--- config.mk ---
export PLATFORM = sky130hd
export DESIGN_NAME = usb_tx_encoder_flat
export DESIGN_NICKNAME = d
export VERILOG_FILES = /design/src/rtl/usb_tx_pkg.sv /design/src/rtl/usb_tx_encoder_if.sv /design/src/rtl/usb_tx_bit_timer.sv /design/src/rtl/usb_tx_encoder.sv /design/src/flat_wrapper.sv
export SDC_FILE = /design/constraint.sdc
export NUM_CORES = 1
export LEC_CHECK = 0
export ABC_AREA = 1
export BUFFER_PORTS_ARGS = -buffer_cell sky130_fd_sc_hd__buf_2
export CAP_MARGIN = 20
export CELL_PAD_IN_SITES_DETAIL_PLACEMENT = 0
export CELL_PAD_IN_SITES_GLOBAL_PLACEMENT = 1
export CORE_AREA = 2 2 47 49
export DETAILED_ROUTE_END_ITERATION = 6
export DIE_AREA = 0 0 49 51
export GPL_TIMING_DRIVEN = 0
export PLACE_DENSITY = 0.91
export SLEW_MARGIN = 25
export SYNTH_ARGS = -nofsm -noshare
export SYNTH_HDL_FRONTEND = slang
export SYNTH_SLANG_ARGS = --single-unit
--- constraint.sdc ---
create_clock -name clk -period 4.6 [get_ports clk]
set_input_delay 0.92 -clock clk [delete_from_list [all_inputs] [get_ports clk]]
set_output_delay 0.92 -clock clk [all_outputs]
set_load 0.005 [all_outputs]
--- src/rtl/usb_tx_pkg.sv ---
// Shared types and constants for the USB full-speed transmit encoder.
package usb_tx_pkg;

  typedef enum logic [1:0] {
    IDLE,
    ACTIVE,
    EOP_SE0,
    EOP_J
  } tx_state_t;

  // Bus line pair, packed as {d_plus, d_minus}.
  typedef logic [1:0] line_t;

  localparam line_t LINE_J   = 2'b10;
  localparam line_t LINE_K   = 2'b01;
  localparam line_t LINE_SE0 = 2'b00;

  localparam int STUFF_LIMIT_DEFAULT = 6;

  // NRZI: a 0 toggles between J and K, a 1 holds the current line state.
  function automatic line_t nrzi(input logic bit_val, input line_t cur);
    if (bit_val) begin
      return cur;
    end
    return (cur == LINE_J) ? LINE_K : LINE_J;
  endfunction

endpackage

--- src/rtl/usb_tx_encoder_if.sv ---
// Bit-stream handshake between the packet source and the line encoder.
interface usb_tx_encoder_if;
  logic tx_bit;
  logic tx_valid;
  logic tx_ready;

  modport master (output tx_bit, output tx_valid, input tx_ready);
  modport slave  (input tx_bit, input tx_valid, output tx_ready);
endinterface

--- src/rtl/usb_tx_bit_timer.sv ---
// Bit-period timer: counts clocks within one bit slot and flags the boundary.
module usb_tx_bit_timer #(
  parameter int BIT_CLKS = 4
) (
  input  logic clk,
  input  logic n_rst,
  input  logic en,
  input  logic clr,
  output logic rollover
);

  localparam int CW = (BIT_CLKS > 1) ? $clog2(BIT_CLKS) : 1;
  localparam logic [CW-1:0] LAST = CW'(BIT_CLKS - 1);

  logic [CW-1:0] cnt;

  assign rollover = en && (cnt == LAST);

  // Count while enabled, wrapping at the last clock of the bit slot.
  always_ff @(posedge clk or negedge n_rst) begin
    if (!n_rst) begin
      cnt <= '0;
    end else if (clr) begin
      cnt <= '0;
    end else if (en) begin
      cnt <= (cnt == LAST) ? '0 : cnt + CW'(1);
    end
  end

endmodule

--- src/rtl/usb_tx_encoder.sv ---
// USB full-speed transmit encoder: bit stuffing, NRZI line coding and EOP.
module usb_tx_encoder
  import usb_tx_pkg::*;
#(
  parameter int BIT_CLKS    = 4,
  parameter int STUFF_LIMIT = STUFF_LIMIT_DEFAULT
) (
  input  logic              clk,
  input  logic              n_rst,
  usb_tx_encoder_if.slave   tx,
  output logic              tx_busy,
  output logic              d_plus,
  output logic              d_minus
);

  localparam int OW = $clog2(STUFF_LIMIT + 1);

  tx_state_t     state;
  line_t         line;
  logic [OW-1:0] ones;
  logic [OW-1:0] ones_base;
  logic [OW-1:0] ones_inc;
  logic          ones_hit;
  logic          stuff_pend;
  logic          se0_second;
  logic          rollover;
  logic          ready_c;

  usb_tx_bit_timer #(.BIT_CLKS(BIT_CLKS)) u_bit_timer (
    .clk      (clk),
    .n_rst    (n_rst),
    .en       (state != IDLE),
    .clr      (state == IDLE),
    .rollover (rollover)
  );

  assign {d_plus, d_minus} = line;
  assign tx.tx_ready       = ready_c;

  // Run length of data 1s; a packet always starts counting from zero.
  always_comb begin
    ones_base = (state == IDLE) ? '0 : ones;
    ones_inc  = ones_base + OW'(1);
    ones_hit  = (ones_inc == OW'(STUFF_LIMIT));
  end

  // Accept a bit immediately in IDLE, otherwise only on a free bit boundary.
  always_comb begin
    ready_c = 1'b0;
    if (n_rst) begin
      case (state)
        IDLE:    ready_c = tx.tx_valid;
        ACTIVE:  ready_c = rollover && !stuff_pend;
        default: ready_c = 1'b0;
      endcase
    end
  end

  // Packet FSM with registered line pair, busy flag and stuffing state.
  always_ff @(posedge clk or negedge n_rst) begin
    if (!n_rst) begin
      state      <= IDLE;
      line       <= LINE_J;
      tx_busy    <= 1'b0;
      ones       <= '0;
      stuff_pend <= 1'b0;
      se0_second <= 1'b0;
    end else begin
      case (state)
        IDLE: begin
          line       <= LINE_J;
          se0_second <= 1'b0;
          if (tx.tx_valid) begin
            state      <= ACTIVE;
            tx_busy    <= 1'b1;
            line       <= nrzi(tx.tx_bit, LINE_J);
            ones       <= tx.tx_bit ? ones_inc : '0;
            stuff_pend <= tx.tx_bit && ones_hit;
          end
        end
        ACTIVE: begin
          if (rollover) begin
            if (stuff_pend) begin
              line       <= nrzi(1'b0, line);
              ones       <= '0;
              stuff_pend <= 1'b0;
            end else if (tx.tx_valid) begin
              line       <= nrzi(tx.tx_bit, line);
              ones       <= tx.tx_bit ? ones_inc : '0;
              stuff_pend <= tx.tx_bit && ones_hit;
            end else begin
              state <= EOP_SE0;
              line  <= LINE_SE0;
            end
          end
        end
        EOP_SE0: begin
          // SE0 spans two bit periods; the first rollover only arms the second.
          if (rollover) begin
            if (se0_second) begin
              state <= EOP_J;
              line  <= LINE_J;
            end else begin
              se0_second <= 1'b1;
            end
          end
        end
        EOP_J: begin
          if (rollover) begin
            state   <= IDLE;
            tx_busy <= 1'b0;
          end
        end
        default: begin
          state <= IDLE;
          line  <= LINE_J;
        end
      endcase
    end
  end

endmodule

--- src/flat_wrapper.sv ---
// flat-port wrapper written by rule: the top's interface ports become plain ports
module usb_tx_encoder_flat import usb_tx_pkg::*;
#(
  parameter int BIT_CLKS    = 4,
  parameter int STUFF_LIMIT = STUFF_LIMIT_DEFAULT
)
  (clk, n_rst, tx_busy, d_plus, d_minus, tx_tx_bit, tx_tx_valid, tx_tx_ready);
  usb_tx_encoder_if tx_i ();
  input  logic clk;
  input  logic n_rst;
  output logic tx_busy;
  output logic d_plus;
  output logic d_minus;
  input wire logic [$bits(tx_i.tx_bit)-1:0] tx_tx_bit;
  input wire logic [$bits(tx_i.tx_valid)-1:0] tx_tx_valid;
  output wire logic [$bits(tx_i.tx_ready)-1:0] tx_tx_ready;
  assign tx_i.tx_bit = tx_tx_bit;
  assign tx_i.tx_valid = tx_tx_valid;
  assign tx_tx_ready = tx_i.tx_ready;
  usb_tx_encoder #(.BIT_CLKS(BIT_CLKS), .STUFF_LIMIT(STUFF_LIMIT)) u_core (.clk(clk), .n_rst(n_rst), .tx(tx_i), .tx_busy(tx_busy), .d_plus(d_plus), .d_minus(d_minus));
endmodule
Yosys cells after proc, flatten, opt, wreduce, memory -nomap -nowiden
Cells that the tools add are included.
Word-level totals
  logic and storage cells: 86
  output and inout bits: 4
  input port bits: 4
  register bits after elaboration: 12
Cells by class
  equal/unequal tests: 14
  add/sub/neg operators: 2
  reduce and logical (&&, ||, !) cells: 17
  multiplexer cells: 46
Operators by type and width (count)
  2-bit 2-to-1 mux: 20
  3-bit 2-to-1 mux: 5
  1-bit 2-to-1 mux: 14
  2-bit nonzero test: 5
  2-bit == test, second input constant: 4
  2-bit by 1-bit inequality test with 1-bit output, second input constant: 4
  1-bit case mux with 2 select lines: 4
  2-bit case mux with 4 select lines: 1
  7-bit AND reduction: 1
  2-bit inequality test, second input constant: 3
  2-bit case mux with 3 select lines: 1
  3-bit case mux with 2 select lines: 1
  3-bit AND reduction: 2
  5-bit by 4-bit inequality test with 1-bit output, second input constant: 1
  5-bit AND reduction: 1
  2-bit AND reduction: 2
  3-bit by 1-bit adder with 3-bit output, second input constant: 1
  3-bit == test, second input constant: 1
  1-bit logical AND: 3
  3-bit nonzero test: 1
  2-bit by 1-bit adder with 2-bit output, second input constant: 1
  2-bit by 1-bit == test with 1-bit output, second input constant: 1
  2-bit logical NOT: 1
  1-bit logical NOT: 1

Logic depth before layout (Yosys ltp)
  depth in word-level cells: 10
  mapped depth: 11

Hierarchy
Synthesis repeated with hierarchy kept, for this count alone.
Unflattened totals
  cell total of the unflattened synthesis: 118
  area total of the unflattened synthesis: 847.1 um^2
By module, submodules not included
  usb_tx_encoder: area an instance 738.2 um^2, instances 1, cells an instance 104, sequential area each 251.5 um^2
  usb_tx_bit_timer: area an instance 108.9 um^2, instances 1, cells an instance 14, sequential area each 50.0 um^2

Least setup slack after synthesis
No wires, ideal clock.
  path type: input-to-output
  start: input port tx_tx_valid
  end: output port tx_tx_ready
  required time: 3.680 ns
  path buffers: 0
  arrival: 1.182 ns
  stages: 3
  setup slack: 2.498 ns
  cells stage by stage: nand2_1 > inv_1 > o21a_1
Between the ends
  cells in the longest elaborated chain, start to end: 2
RTL lines
  start: declaration: line flat_wrapper.sv:15  | input wire logic [$bits(tx_i.tx_valid)-1:0] tx_tx_valid;
  1-bit case mux with 2 select lines: line usb_tx_encoder.sv:51  | case (state)
  1-bit 2-to-1 mux: line usb_tx_encoder.sv:50  | if (n_rst) begin
  end: declaration: line flat_wrapper.sv:16  | output wire logic [$bits(tx_i.tx_ready)-1:0] tx_tx_ready;
Every way passes these cells.

Worst setup path after layout
  start: register u_core.state[0]
  end: output port tx_tx_ready
Between the ends
  cells in the longest elaborated chain, start to end: 5
  elaborated cells between the ends (all ways): 7
  those cells by class: eq/ne: 1; mux: 2; reduce/logical: 4
RTL lines
  start: declaration: line usb_tx_encoder.sv:18  | tx_state_t state;
  start signal: assignment: line usb_tx_encoder.sv:62  | state <= IDLE;
  start signal: assignment: line usb_tx_encoder.sv:74  | state <= ACTIVE;
  start signal: assignment: line usb_tx_encoder.sv:92  | state <= EOP_SE0;
  2-bit nonzero test: line usb_tx_encoder.sv:32  | .en (state != IDLE),
  1-bit logical AND: line usb_tx_bit_timer.sv:17  | assign rollover = en && (cnt == LAST);
  1-bit logical AND: line usb_tx_encoder.sv:53  | ACTIVE: ready_c = rollover && !stuff_pend;
  1-bit case mux with 2 select lines (*): line usb_tx_encoder.sv:51
  1-bit 2-to-1 mux (*): line usb_tx_encoder.sv:50
Mark *: on every way between the ends. The rest lies on a longest branch, timed or not.

==> impl_results.md <==
* Syn-to-layout area delta at 12.5%
* First-pass GRT wire length at 2860 µm
* Req. time, crit path at 3680 ps
* Hold Buf Count CTS at 0
* Pwr Total at 0.646 mW
* Crit share post-route at 56.0%
* Largest net degree at the start of global routing at 14
* Total grt overflow at 0
* CP Max Fanout at 9
* Top delay family on crit path: flip-flops
* Io pins at 8
* Final number of max-transition violations at 0
* IO Port Bufs at 7
* Top_reg_cell synth: dfrtp_1
* Initial Utilization at 41.4%
* Crit path buf inv count at 4
* Yosys cell types at 24
* Startpoint types: register
* Post-Syn Instances at 113
* Setup TNS at 0 ps
* Worst-margin pin slew at 291 ps
* Pre-CTS setup slack at 2190 ps
* Vias in the first global route at 654
* Hold violation total from the final report at 0
* Worst path max stage delay at 430 ps
* CTS clk-pin slew, worst paths at 80 ps
* CTS Buf Count at 3
* Fraction of layout cells with a size suffix above 1 at 21.0%
* Wire length on met1 at 749 µm
* Synth Register Bits at 12
* Post-CTS Setup Bufs at 0
* DRC at 0
* Die height at 51 µm
* CP endpoint kind: output port
* Worst Setup Path Type: register to output port
* Max Cap Violations at 0
* Iteration-0 DRC Markers at 12
* Worst Path Arrival at 1660 ps
* CTS tree: done
* Via count at 691
* Core Area at 2060 µm²
* Initial antenna violation count at 0
* Syn_nets at 125
* P_leak at 0.516 nW
* Clk sinks at 12
* Synth Area per Inst at 7.55 µm²
* Router iterations before antenna repair at 4
* Met2 wire length at 708 µm
* Top Layer Used: met4
* Most common cell after layout, fill and taps aside: nand2_1
* Routed Antenna Nets at 0
* RD Place Congestion at 0.834
* Pwr/cell area at 674 nW/µm²
* Worst Skew at 3.05 ps
* Synth Cell Area at 853 µm²
* Post-CTS Resized at 0
* Nets at 137
* Sequential share of the synthesized area at 35.3%
* Commonest cells after routing, fill and taps aside: nand2_1 (27), inv_1 (17), nor2_1 (15)
* EDFF count, synth at 0
* Site row count at 17
* Clk buf depth at 2
* Post-route cell area at 960 µm²
* Clk_lat worst skew at 280 ps
* YS warnings at 0
* Peak supply drop at 351 µV
* Max H-tree Level at 1
* Routed WL per cell at 10.1 µm
* Outcome: completed
* Vias per std cell at 4.55
* Clock tree root buffer cell: clkbuf_4
* Fraction of registers with async set/reset at 100%
* HPWL after DPL at 1220 µm
* Overall routing resource usage at 15.2%
* Unrepaired setup endpoints after global routing: false
* Crit path cell chain: inv_1 > ha_1 > buf_6 > clkinv_4 > nand2_4 > nor3_1 > o21a_1 > buf_2
* Minimum clock period at 2580 ps
* Detailed-route wire length at 1530 µm
* Die width at 49 µm
* Worst setup margin at 2020 ps
* Max Fclk at 0.388 GHz
* Metal3 WL at 26 µm
* Dpl cell area at 923 µm²
* Max stage delay cell, worst path: dfrtp_1
* Final setup viols at 0
* Die Area at 2500 µm²
* Hold crit path type: register to register
* Diode count at 0
* Slew HR at 80.6%
## per-layer routing
metal | vias up | track usage [%]
met5 | - | 0
met4 | 0 | 10.0
met3 | 5 | 1.75
met2 | 7 | 24.7
met1 | 307 | 19.3
li1 | 372 | -
## state kept, by name (all words and copies together) (netlist names)
| name | flops |
|---|---|
| u_core.line | 2 |
| u_core.ones | 3 |
| u_core.se0_second | 1 |
| u_core.state | 2 |
| u_core.stuff_pend | 1 |
| u_core.tx_busy | 1 |
| u_core.u_bit_timer.cnt | 2 |
## cells by family after synthesis
| group | Yosys count | share of synthesized area, % |
|---|---|---|
| and+or+nand+nor | 61 | 34.3 |
| AOI/OAI and AO/OA | 13 | 8.80 |
| DFF | 12 | 35.3 |
| buffers and inverters | 19 | 9.82 |
| adders and majority gates | 8 | 11.7 |
## per-stage QoR
step | util [%] | cells | hold slack, ps
after global placement | 44.8 | 148 | 420
after detailed placement | 44.8 | 148 | 432
after CTS | 46.5 | 152 | 446
final | 46.5 | 152 | 438
after floorplan | - | 113 | 408
after global routing | 46.5 | 152 | 464
## cells in the mapped netlist (2+ instances only)
master,n,area share (%)
o21ai_0,3,1.8
ha_1,8,12
inv_1,17,7.5
nand2_1,27,12
nor2_1,15,6.6
a21oi_1,3,1.8
dfrtp_1,11,32
nand3_1,5,2.9
nand2_2,5,3.7
nor3_1,2,1.2
o21ai_1,4,2.3
## worst reg2reg max path: stages (launching register included)
cell and delay (ps):
dfrtp_1 430, inv_1 90, ha_1 210, buf_6 140, nor2_1 190, ha_1 210, nand3_1 80, nand3_1 100
inv_1 50, nand3b_1 70, nand2_1 60
## area by class of cell
| type | count | area [µm²] |
|---|---|---|
| Fill cell | 218 | 1100 |
| Multi-Input combinational cell | 82 | 468 |
| Sequential cell | 12 | 302 |
| Inverter | 18 | 72.6 |
| Clock buffer | 4 | 36.3 |
| Timing Repair Buffer | 7 | 35.0 |
| Tap cell | 28 | 35.0 |
| Buffer | 1 | 11.3 |
## final timing paths
path                                                     start                                  end  slack [ps]  cells past startpoint
max                                u_core.state[0]$_DFFE_PN0P_                          tx_tx_ready        2020                      8
min                        u_core.u_bit_timer.cnt[0]$_DFF_PN0_  u_core.u_bit_timer.cnt[0]$_DFF_PN0_         440                      1
max reg2reg                        u_core.state[0]$_DFFE_PN0P_        u_core.stuff_pend$_DFFE_PN0P_        2850                     10
min reg2reg                u_core.u_bit_timer.cnt[0]$_DFF_PN0_  u_core.u_bit_timer.cnt[0]$_DFF_PN0_         440                      1
max in group asynchronous                                n_rst           u_core.line[1]$_DFFE_PN1P_        3810                      1
min in group asynchronous                                n_rst        u_core.stuff_pend$_DFFE_PN0P_         510                      1
## report_power, final
group	switching, mW	internal, mW
Sequential	0.0318	0.153
Clock	0.0383	0.0482
Combinational	0.231	0.145
Total	0.301	0.346
(Power assumes the default switching activity.)
